File: src/rtl/lc4_pkg.sv
// Shared LC4 definitions: control-flow opcodes, the OS entry PC and NZP bit positions.
package lc4_pkg;

  localparam logic [3:0] OP_BR   = 4'b0000;
  localparam logic [3:0] OP_JSR  = 4'b0100;
  localparam logic [3:0] OP_RTI  = 4'b1000;
  localparam logic [3:0] OP_JMP  = 4'b1100;
  localparam logic [3:0] OP_TRAP = 4'b1111;

  localparam logic [15:0] PC_RESET_DEFAULT = 16'h8200;

  // Bit positions inside the {N,Z,P} condition vector.
  localparam int unsigned NZP_N = 2;
  localparam int unsigned NZP_Z = 1;
  localparam int unsigned NZP_P = 0;

endpackage

File: src/rtl/lc4_nzp_gen.sv
// Derives the one-hot {N,Z,P} condition code from a 16-bit two's-complement value.
module lc4_nzp_gen
  import lc4_pkg::*;
(
  input  logic [15:0] i_data,
  output logic [2:0]  o_nzp
);

  // Zero is tested first so that only the sign decides between N and P.
  always_comb begin
    o_nzp = 3'b000;
    if (i_data == 16'h0000) begin
      o_nzp[NZP_Z] = 1'b1;
    end else if (i_data[15]) begin
      o_nzp[NZP_N] = 1'b1;
    end else begin
      o_nzp[NZP_P] = 1'b1;
    end
  end

endmodule

File: src/rtl/lc4_pc_unit.sv
// LC4 program counter, NZP condition register and PSR privilege bit, with the
// combinational next-PC selection for branches, jumps, TRAP and RTI.
module lc4_pc_unit
  import lc4_pkg::*;
#(
  parameter logic [15:0] PC_RESET = PC_RESET_DEFAULT
) (
  input  logic        clk,
  input  logic        rst,
  input  logic        gwe,
  input  logic        i_valid,
  input  logic        i_stall,
  input  logic [15:0] i_insn,
  input  logic [15:0] i_alu_result,
  input  logic        i_nzp_we,
  input  logic [15:0] i_wdata,
  output logic [15:0] o_pc,
  output logic [15:0] o_pc_plus_one,
  output logic [15:0] o_next_pc,
  output logic        o_branch_taken,
  output logic [2:0]  o_nzp,
  output logic        o_priv,
  output logic        o_priv_fault
);

  logic [15:0] r_pc;
  logic [2:0]  r_nzp;
  logic        r_priv;

  logic [3:0]  w_opcode;
  logic [2:0]  w_nzp_new;
  logic        w_redirect;
  logic        w_upd;
  logic        w_unused_insn;

  assign w_opcode      = i_insn[15:12];
  assign w_upd         = gwe & i_valid & ~i_stall;
  assign w_unused_insn = ^i_insn[8:0];

  lc4_nzp_gen u_nzp_gen (
    .i_data (i_wdata),
    .o_nzp  (w_nzp_new)
  );

  // Decode whether the instruction redirects the PC to the ALU target.
  always_comb begin
    w_redirect = 1'b0;
    case (w_opcode)
      OP_BR:   w_redirect = |(i_insn[11:9] & r_nzp);
      OP_JSR,
      OP_JMP,
      OP_RTI,
      OP_TRAP: w_redirect = 1'b1;
      default: w_redirect = 1'b0;
    endcase
  end

  // A bubble neither redirects nor advances: next PC is the current PC.
  always_comb begin
    o_branch_taken = 1'b0;
    o_next_pc      = o_pc_plus_one;
    if (!i_valid) begin
      o_branch_taken = 1'b0;
      o_next_pc      = r_pc;
    end else if (w_redirect) begin
      o_branch_taken = 1'b1;
      o_next_pc      = i_alu_result;
    end else begin
      o_branch_taken = 1'b0;
      o_next_pc      = o_pc_plus_one;
    end
  end

  // PC, NZP and PSR state; reset overrides any pending update.
  always_ff @(posedge clk) begin
    if (rst) begin
      r_pc   <= PC_RESET;
      r_nzp  <= 3'b010;
      r_priv <= 1'b1;
    end else if (w_upd) begin
      r_pc <= o_next_pc;
      if (i_nzp_we) begin
        r_nzp <= w_nzp_new;
      end
      if (w_opcode == OP_TRAP) begin
        r_priv <= 1'b1;
      end else if (w_opcode == OP_RTI) begin
        r_priv <= 1'b0;
      end
    end
  end

  assign o_pc          = r_pc;
  assign o_pc_plus_one = r_pc + 16'h0001;
  assign o_nzp         = r_nzp;
  assign o_priv        = r_priv;
  assign o_priv_fault  = r_pc[15] & ~r_priv;

endmodule

File: config.mk
export PLATFORM = sky130hd
export DESIGN_NAME = lc4_pc_unit
export DESIGN_NICKNAME = d
export VERILOG_FILES = /design/src/rtl/lc4_pkg.sv /design/src/rtl/lc4_nzp_gen.sv /design/src/rtl/lc4_pc_unit.sv
export SDC_FILE = /design/constraint.sdc
export NUM_CORES = 1
export LEC_CHECK = 0
export ABC_AREA = 1
export CAP_MARGIN = 20
export CORE_ASPECT_RATIO = 0.6
export CORE_UTILIZATION = 37
export CTS_CLUSTER_DIAMETER = 40
export DETAILED_ROUTE_END_ITERATION = 6
export HOLD_SLACK_MARGIN = 0.15
export PLACE_DENSITY = 0.81
export SLEW_MARGIN = 10
export SYNTH_ARGS = -nofsm -noshare
export SYNTH_HDL_FRONTEND = slang
export SYNTH_SLANG_ARGS = --single-unit
export TNS_END_PERCENT = 1
File: constraint.sdc
create_clock -name clk -period 2.1 [get_ports clk]
set_clock_uncertainty 0.2 [all_clocks]
set_input_delay 0.42 -clock clk [delete_from_list [all_inputs] [get_ports clk]]
set_output_delay 0.42 -clock clk [all_outputs]
set_load 0.05 [all_outputs]
==> metrics.md, run 1 <==
| Metric | Value |
|---|---|
| Sequential share of the synthesized area | 23.5% |
| CTS tree | done |
| IO Port Bufs | 98 |
| CP Max Fanout | 5 |
| Mean Syn Cell Area | 5.98 µm² |
| HP Class | reg2reg |
| F_max | 430 MHz |
| I/O pins | 108 |
| Startpoint Class | flop |
| Routability cong. | 0.822 |
| Fin cells | 479 |
| Via count of the routed design | 2642 |
| CTS Hold Bufs | 0 |
| Status | complete, but fails checks |
| Via-to-Cell Ratio | 5.52 |
| Max-Slew Margin vs Limit | 77.7% |
| Final instance area | 3830 µm² |
| Setup WS pre-CTS | -0.581 ns |
| Final Hold Viols | 0 |
| Synth Area in Compound Gates | 9.10% |
| CTS root buffer | clkbuf_8 |
| Worst-Margin Slew | 0.332 ns |
| Synth unique cells | 29 |
| Initial DRC count | 167 |
| PD cells | 411 nW/µm² |
| Initial antenna violation count | 0 |
| Mapped Nets | 340 |
| Leakage Power | 1.73 nW |
| Avg WL per Cell | 17.2 µm |
| Max VDD drop | 279 µV |
| Final worst slack | -0.225 ns |
| Area growth syn-to-layout | 125% |
| Post-DP HPWL | 5680 µm |
| Syn. warnings | 0 |
| Placed Cells | 460 |
| Critical path class | reg2out |
| Grt ovf | 0 |
| Vias in the first global route | 2597 |
| Slew Viols, Final | 0 |
| Synth area leaders | dfxtp_1, nand2_1, nand3_1 |
| CP peak stage delay | 0.34 ns |
| Multiplexer area fraction after synthesis | 0% |
| Element type at the critical path end | output port |
| Bufs on Longest Clock Path | 2 |
| Row Count | 18 |
| Fin crit share | 111% |
| Area share of fa/ha/maj cells after synthesis | 0.734% |
| Final setup viols | 26 |
| Post-placement cell area | 3490 µm² |
| Die Y | 54.6 µm |
| CTS HTree Levels | 1 |
| Core Area | 4260 µm² |
| Initial core utilization | 40.1% |
| Tot GR Track Use | 34.5% |
| Failing checks | setup timing |
| Share of the synthesized area in the top cell type | 23.5% |
| Flops & latches, synth | 20 |
| Cell mode on critical path | nand2_4 |
| Critical Path AT | 1.70 ns |
| Slowest CP cell | dfxtp_2 |
| Simple-gate share of the synthesized area | 52.9% |
| Final Total Pwr | 1.57 mW |
| Final wirelength | 8260 µm |
| TritonCTS Buffers | 3 |
| # DRC | 0 |
| DR pass1 iterations | 5 |
| CTS Sinks | 20 |
| Chip width | 89.6 µm |
| First-pass GRT wire length | 12300 µm |
| Synthesized area | 1710 µm² |
| Mapped Cells | 285 |
| Post-synthesis xor/xnor area fraction | 3.01% |
| Max Cap Viol | 0 |
| Post-layout nets | 475 |
| CP Data Required Time | 1.48 ns |
| Clock-pin slew on the worst setup and hold paths | 0.07 ns |
| Yosys top cell by area | dfxtp_1 |
| Unrepaired setup endpoints after global routing | true |
| Share of layout cells above drive strength 1 | 48.4% |
| Diode count | 0 |
| Largest net degree at the start of global routing | 18 |
| Fin crit period | 2.32 ns |
| Post-route ant nets | 0 |
| Crit path cell chain | nand2_2 > nand2_4 > o21ai_4 > nand2_4 > nor2_8 > nand2_4 > nand3_4 > buf_12 |
| Main combinational cell family by area after synthesis | simple AND/OR/NAND/NOR gates |
| Die area | 4890 µm² |
| Worst-Skew Late Latency | 0.27 ns |
| Hold WS | 0.334 ns |
## stage by stage
| step | TNS (ns) | utilization, % |
|---|---|---|
| floorplan | -1.10 | - |
| global placement | -10.0 | 82.1 |
| detailed placement | -12.59 | 82.1 |
| CTS | -3.04 | 87.9 |
| global route | -4.86 | 90.0 |
| finish | -3.61 | 90.0 |
## layer usage
metal	track usage, %	vias up	wire length (µm)
met3	11.5	31	927
met5	0	-	0
li1	-	1211	-
met1	39.9	1215	3160
met2	58.1	185	3950
met4	17.7	0	221
## cells in the mapped netlist
cell and number:
buf_2 2, inv_1 27, clkbuf_1 1, nand2_4 1, xor2_1 4, nor2_4 1, a21oi_2 1, nand2_1 80
inv_2 3, nor2_8 1, buf_1 1, nor4_1 2, nand4_1 11, nand3_1 43, nor2_2 6, ha_1 1
a21oi_1 12, nand3_2 6, nand2_2 6, xnor2_2 1, buf_6 1, buf_4 2, o21ai_0 13, dfxtp_1 20
nor2_1 34, o21ai_1 1, clkbuf_8 2, o21ai_2 1, a22oi_1 1
## repair_timing
item	in CTS	in global routing
gates cloned	4	0
gates resized for setup	65	14
pin swaps	22	9
endpoints found under the setup margin	27	26
setup buffers	8	3
## path summary, 6_finish.rpt
path	from	to	slack, ns	cells after the start
hold / removal	o_priv	o_priv	0.33	2
setup reg to reg	o_nzp[1]	o_pc[2]	0.29	9
setup / recovery	o_nzp[1]	o_next_pc[12]	-0.22	8
hold reg to reg	o_priv	o_priv	0.33	2
## power breakdown
part	leakage (nW)	internal [mW]	switching, mW
combinational	1.54	0.386	0.484
sequential	0.172	0.393	0.0336
clock	0.0228	0.136	0.141
## critical path: cells and delay by family, from the launching register on
| kind | cells | cell delay [ns] |
|---|---|---|
| compound gates | 1 | 0.24 |
| buf+inv | 1 | 0.14 |
| flops | 1 | 0.34 |
| simple gates | 6 | 0.72 |
## cell type report
cell class / count / area, µm²
fill: 194 / 427
multi-input combinational: 230 / 1610
sequential: 20 / 447
clock buffer: 4 / 45.0
timing repair buffer: 135 / 1540
inverter: 30 / 113
tap: 60 / 75.1
## sequential cells by signal, indices dropped and copies added (netlist names)
name    cells
o_nzp       3
o_pc       16
o_priv      1
## cells by family after synthesis
logic type | after synthesis
buf+inv | 39
fa+ha+maj | 1
flops | 20
xor+xnor | 5
simple gates | 191
compound gates | 29
## cells in the final DEF (no fill, tap or decap), types with 2 or more instances in the layout
| master | instances |
|---|---|
| buf_4 | 55 |
| nand2_1 | 54 |
| clkdlybuf4s50_1 | 36 |
| buf_12 | 35 |
| nor2_1 | 29 |
| nand3_1 | 26 |
| inv_1 | 25 |
| nand2_2 | 20 |
| nand2_4 | 15 |
| nand3_2 | 13 |
| o21ai_0 | 12 |
| a21oi_1 | 12 |
| nand4_1 | 11 |
| nand3_4 | 10 |
| dfxtp_4 | 10 |
| nor2_4 | 9 |
| dfxtp_2 | 7 |
| inv_2 | 5 |
| nor2_2 | 5 |
| buf_2 | 5 |
| xor2_4 | 4 |
| clkbuf_8 | 3 |
| dfxtp_1 | 3 |
| nor4_1 | 2 |
| clkdlybuf4s15_1 | 2 |
(Power assumes the default switching activity.)
==> run 2, diff against run 1 <==
- MAX_ROUTING_LAYER: default -> met4
- PLACE_DENSITY: 0.81 -> default
- PLACE_DENSITY_LB_ADDON: default -> 0.15
==> metrics.md, run 2 (synthesis results as in run 1) <==
| Metric | Value |
|---|---|
| Fin crit period | 2.42 ns |
| F_max | 413 MHz |
| HP Class | reg2reg |
| Placed Cells | 455 |
| First-pass GRT wire length | 11400 µm |
| Clock group share of total power | 22.1% |
| CTS tree | done |
| Row Count | 18 |
| DR pass1 iterations | 5 |
| Leakage Power | 1.67 nW |
| CP Max Fanout | 4 |
| Hold Path End | o_nzp[2] |
| Met3 Wirelength | 835 µm |
| Max VDD drop | 301 µV |
| Worst-Margin Slew | 0.350 ns |
| Status | complete, but fails checks |
| Max-Slew Margin vs Limit | 76.4% |
| Chip width | 89.6 µm |
| Fin cells | 474 |
| Vias in the first global route | 2407 |
| Worst-Skew Late Latency | 0.28 ns |
| Die Y | 54.6 µm |
| Via count of the routed design | 2786 |
| Initial DRC count | 306 |
| Pint | 0.978 mW |
| Hold depth | 2 |
| Family with the most delay on the worst path | simple AND/OR/NAND/NOR gates |
| Hold WS | 0.292 ns |
| Failing checks | setup timing |
| Final instance area | 3810 µm² |
| Core Area | 4260 µm² |
| Max Cap Viol | 0 |
| Share of layout cells above drive strength 1 | 47.1% |
| Post-route ant nets | 0 |
| Setup TNS | -4.96 ns |
| Element type at the critical path end | output port |
| Critical path class | reg2out |
| Initial core utilization | 40.1% |
| Setup WS pre-CTS | -0.585 ns |
| CP peak stage delay | 0.38 ns |
| Net Switching | 0.687 mW |
| PD cells | 437 nW/µm² |
| Routability cong. | 0.927 |
| Reg-to-reg slack, setup | 0.19 ns |
| Final wirelength | 8940 µm |
| CTS Sinks | 20 |
| Sw frac | 41.3% |
| Logic pwr share | 52.2% |
| Clock-pin slew on the worst setup and hold paths | 0.08 ns |
| Via-to-Cell Ratio | 5.88 |
| Post-layout nets | 470 |
| Initial antenna violation count | 0 |
| Hold path startpoint | o_nzp[2] |
| Final Total Pwr | 1.67 mW |
| Largest register FFs | 16 |
| Post-DP HPWL | 5180 µm |
| Final Hold Viols | 0 |
| Final setup viols | 26 |
| Tot GR Track Use | 32.9% |
| Reg-to-reg critical path startpoint | o_nzp[2] |
| Area growth syn-to-layout | 124% |
| Most frequent cells in the layout | nand2_1, buf_4, clkdlybuf4s50_1 |
| Met2 Wirelength | 4280 µm |
| Final core occ | 89.6% |
| Slew Viols, Final | 0 |
| Die area | 4890 µm² |
| Grt ovf | 0 |
| R2r worst-path depth | 9 |
| Critical Path AT | 1.80 ns |
| # fillers | 181 |
| R2R Path End | o_pc[1] |
| Crit path cell chain | ha_4 > nand2_8 > buf_6 > nor2_4 > xor2_4 > nand3_2 > nand3_4 > buf_12 |
| IO Port Bufs | 98 |
| Sequential cell fraction of total power | 25.7% |
| Fin crit share | 115% |
| Met1 Wirelength | 3410 µm |
| Diode count | 0 |
| Top Layer Used | met4 |
| I/O pins | 108 |
| Avg WL per Cell | 18.9 µm |
| Bufs on Longest Clock Path | 2 |
| # DRC | 0 |
| Slowest CP cell | dfxtp_4 |
| Commonest non-fill, non-tap cell in the layout | nand2_1 |
| Largest net degree at the start of global routing | 26 |
| CTS root buffer | clkbuf_8 |
| TritonCTS Buffers | 3 |
| Unrepaired setup endpoints after global routing | true |
| Post-placement cell area | 3460 µm² |
| Buffer and inverter count on the worst path | 2 |
| Startpoint Class | flop |
| CTS HTree Levels | 1 |
| CP Data Required Time | 1.48 ns |
| Final worst slack | -0.323 ns |
## run 2: cell types whose count changed in the layout (fill, tap and decap cells not counted), sizes merged
cell           before  now
clkdlybuf4s15       2    5
buf                96   88
## run 2: area by class of cell
| class | count | area (µm²) | area share [%] |
|---|---|---|---|
| well taps | 60 | 75.1 | 1.97 |
| multi-input cells | 230 | 1600 | 42.0 |
| clock buffers | 4 | 66.3 | 1.74 |
| repair buffers | 130 | 1510 | 39.5 |
| inverters | 30 | 115 | 3.02 |
| flip-flops and latches | 20 | 447 | 11.7 |
## run 2: metal layers
metal  vias to the layer above  GRT usage, %
met1                      1296          40.2
met3                        59          7.84
met2                       238          53.2
met4                         0          12.7
li1                       1193             -
met5                         -             -
## run 2: power by group through the flow
stage	clock network (mW)	registers, mW	logic (mW)
finish	0.369	0.428	0.869
global route	0.381	0.431	0.896
CTS	0.352	0.425	0.825
detailed placement	0	0.433	0.793
global placement	0	0.432	0.781
floorplan	0	0.488	0.355
## run 2: worst min-delay path: stages (launching register included)
cell     delay (ns)
dfxtp_2        0.34
nand2_1        0.06
a21oi_1        0.05
## run 2: worst max-delay path by stage
stage / from / to / slack, ns / cells after the start
after detailed placement: i_insn[15] / o_next_pc[14] / -0.58 / 10
after global placement: i_insn[14] / o_next_pc[12] / -0.49 / 8
after CTS: o_nzp[2] / o_next_pc[13] / -0.23 / 8
final: o_pc[0] / o_next_pc[4] / -0.32 / 8
after floorplan: o_pc[0] / o_next_pc[4] / -0.10 / 6
after global routing: o_pc[0] / o_next_pc[4] / -0.36 / 8
## run 2: what timing repair did
action,in CTS,in global routing
gates resized for setup,53,19
setup buffers,5,6
setup endpoints to repair,25,28
hold buffers,0,0
cloned,4,0
pin swaps,17,12
==> run 3, diff against run 2 <==
- CORE_UTILIZATION: 37 -> 40
- clock period: 2.1 -> 3.1 ns (I/O delays scaled with it)
==> metrics.md, run 3 (synthesis results as in run 1) <==
| Metric | Value |
|---|---|
| Status | complete, no violations |
| Startpoint Class | input port |
| Reg-to-reg slack, setup | 1.24 ns |
| Area growth syn-to-layout | 77.2% |
| Fin crit period | 3.07 ns |
| Via-to-Cell Ratio | 5.13 |
| Commonest non-fill, non-tap cell in the layout | nand2_1 |
| First-pass GRT wire length | 9330 µm |
| Tot GR Track Use | 27.5% |
| R2R Path End | o_pc[6] |
| Worst-Margin Slew | 0.619 ns |
| Post-route ant nets | 0 |
| Post-DP HPWL | 4540 µm |
| Largest net degree at the start of global routing | 21 |
| Initial antenna violation count | 0 |
| Clock group share of total power | 20.9% |
| Final Hold Viols | 0 |
| Final Total Pwr | 0.977 mW |
| Most frequent cells in the layout | nand2_1, clkdlybuf4s50_1, nand3_1 |
| F_max | 326 MHz |
| Post-layout nets | 445 |
| Start point of the critical path | i_insn[13] |
| R2r worst-path depth | 9 |
| Slew Viols, Final | 0 |
| Critical Path AT | 2.25 ns |
| Diode count | 0 |
| Logic pwr share | 49.7% |
| Initial core utilization | 44.1% |
| # fillers | 296 |
| Hold Path End | o_priv |
| Final core occ | 78.1% |
| Leakage Power | 1.34 nW |
| Initial DRC count | 111 |
| CTS tree | done |
| Die area | 4540 µm² |
| CTS HTree Levels | 1 |
| Final wirelength | 6130 µm |
| Share of layout cells above drive strength 1 | 17.5% |
| Critical path class | in2out |
| Avg WL per Cell | 13.7 µm |
| Sw frac | 39.7% |
| Reg-to-reg critical path startpoint | o_pc[0] |
| Element type at the critical path end | output port |
| Routability cong. | 0.818 |
| CP Max Fanout | 6 |
| Max VDD drop | 243 µV |
| PD cells | 323 nW/µm² |
| # DRC | 0 |
| CP Data Required Time | 2.28 ns |
| Core Area | 3870 µm² |
| CTS root buffer | clkbuf_8 |
| Via count of the routed design | 2288 |
| Die Y | 52.6 µm |
| Final setup viols | 0 |
| Bufs on Longest Clock Path | 2 |
| Final worst slack | 0.0303 ns |
| Grt ovf | 0 |
| Vias in the first global route | 2009 |
| Max-Slew Margin vs Limit | 58.6% |
| CTS Hold Bufs | 0 |
| CTS Sinks | 20 |
| Crit path cell chain | clkdlybuf4s50_1 > nand2_1 > nor2_2 > a21oi_2 > nand2_4 > nor2_8 > buf_4 > nand2_1 > nand3_1 > buf_12 |
| Cell mode on critical path | nand2_1 |
| TritonCTS Buffers | 3 |
| Clock-pin slew on the worst setup and hold paths | 0.08 ns |
| Net Switching | 0.388 mW |
| Sequential cell fraction of total power | 29.4% |
| Row Count | 17 |
| CP peak stage delay | 0.46 ns |
| Hold path startpoint | o_priv |
| Max Cap Viol | 0 |
| Hold depth | 2 |
| Slowest CP cell | clkdlybuf4s50_1 |
| Largest register FFs | 16 |
| Chip width | 86.3 µm |
| Fin crit share | 99.0% |
| Worst-Skew Late Latency | 0.26 ns |
| HP Class | reg2reg |
| Pint | 0.589 mW |
| I/O pins | 108 |
| IO Port Bufs | 98 |
| DR pass1 iterations | 4 |
| Setup WS pre-CTS | 0.0211 ns |
==> run 3: how the worst max path moves through the flow <==
stage                     slack, ns      endpoint
after detailed placement       0.02  o_next_pc[8]
after global routing          -0.03  o_next_pc[9]
after global placement         0.06  o_next_pc[7]
final                          0.03  o_next_pc[7]
after floorplan               -0.20  o_next_pc[4]
after CTS                      0.01  o_next_pc[8]
==> run 3: worst max-delay path, delay by kind of cell <==
family                 cells  cell delay (ns)
buffers and inverters      3             0.77
AND/OR/NAND/NOR            6             0.67
AO/OA/AOI/OAI              1             0.16
==> run 3: power groups by stage <==
| stage | Clock, mW | Sequential [mW] | Combinational (mW) |
|---|---|---|---|
| after global routing | 0.214 | 0.290 | 0.509 |
| after detailed placement | 0 | 0.293 | 0.465 |
| after CTS | 0.207 | 0.287 | 0.467 |
| after floorplan | 0 | 0.330 | 0.215 |
| final | 0.204 | 0.287 | 0.485 |
| after global placement | 0 | 0.292 | 0.461 |
==> run 3: metrics by stage <==
step                setup TNS [ns]  cell area [µm²]  instances  hold WS, ns
detailed placement               0             2870        435        0.272
CTS                              0             2930        439        0.284
floorplan                   -0.610             1710        285        0.493
global route               -0.0905             3020        446        0.328
finish                           0             3020        446        0.285
global placement                 0             2870        435        0.264
==> run 3: cell type report <==
class | count | area [µm²] | share of cell area, %
clock buffers | 4 | 55.1 | 1.82
flip-flops and latches | 20 | 400 | 13.3
well taps | 57 | 71.3 | 2.36
multi-input cells | 226 | 1140 | 37.8
inverters | 30 | 113 | 3.73
repair buffers | 109 | 1240 | 41.1
==> run 3: repair_timing <==
| item | 4_1_cts | 5_1_grt |
|---|---|---|
| gates resized for setup | 0 | 11 |
| endpoints found under the hold margin | 0 | 0 |
| setup buffers | 0 | 7 |
| setup endpoints to repair | 0 | 19 |
==> run 3: metal layers <==
layer / track usage (%) / vias to the layer above / share of wire (%)
li1: - / 1140 / -
met1: 37.5 / 1019 / 48
met2: 44.7 / 123 / 43
met3: 4.88 / 6 / 8.6
met4: 2.22 / 0 / 0.72
met5: - / - / 0
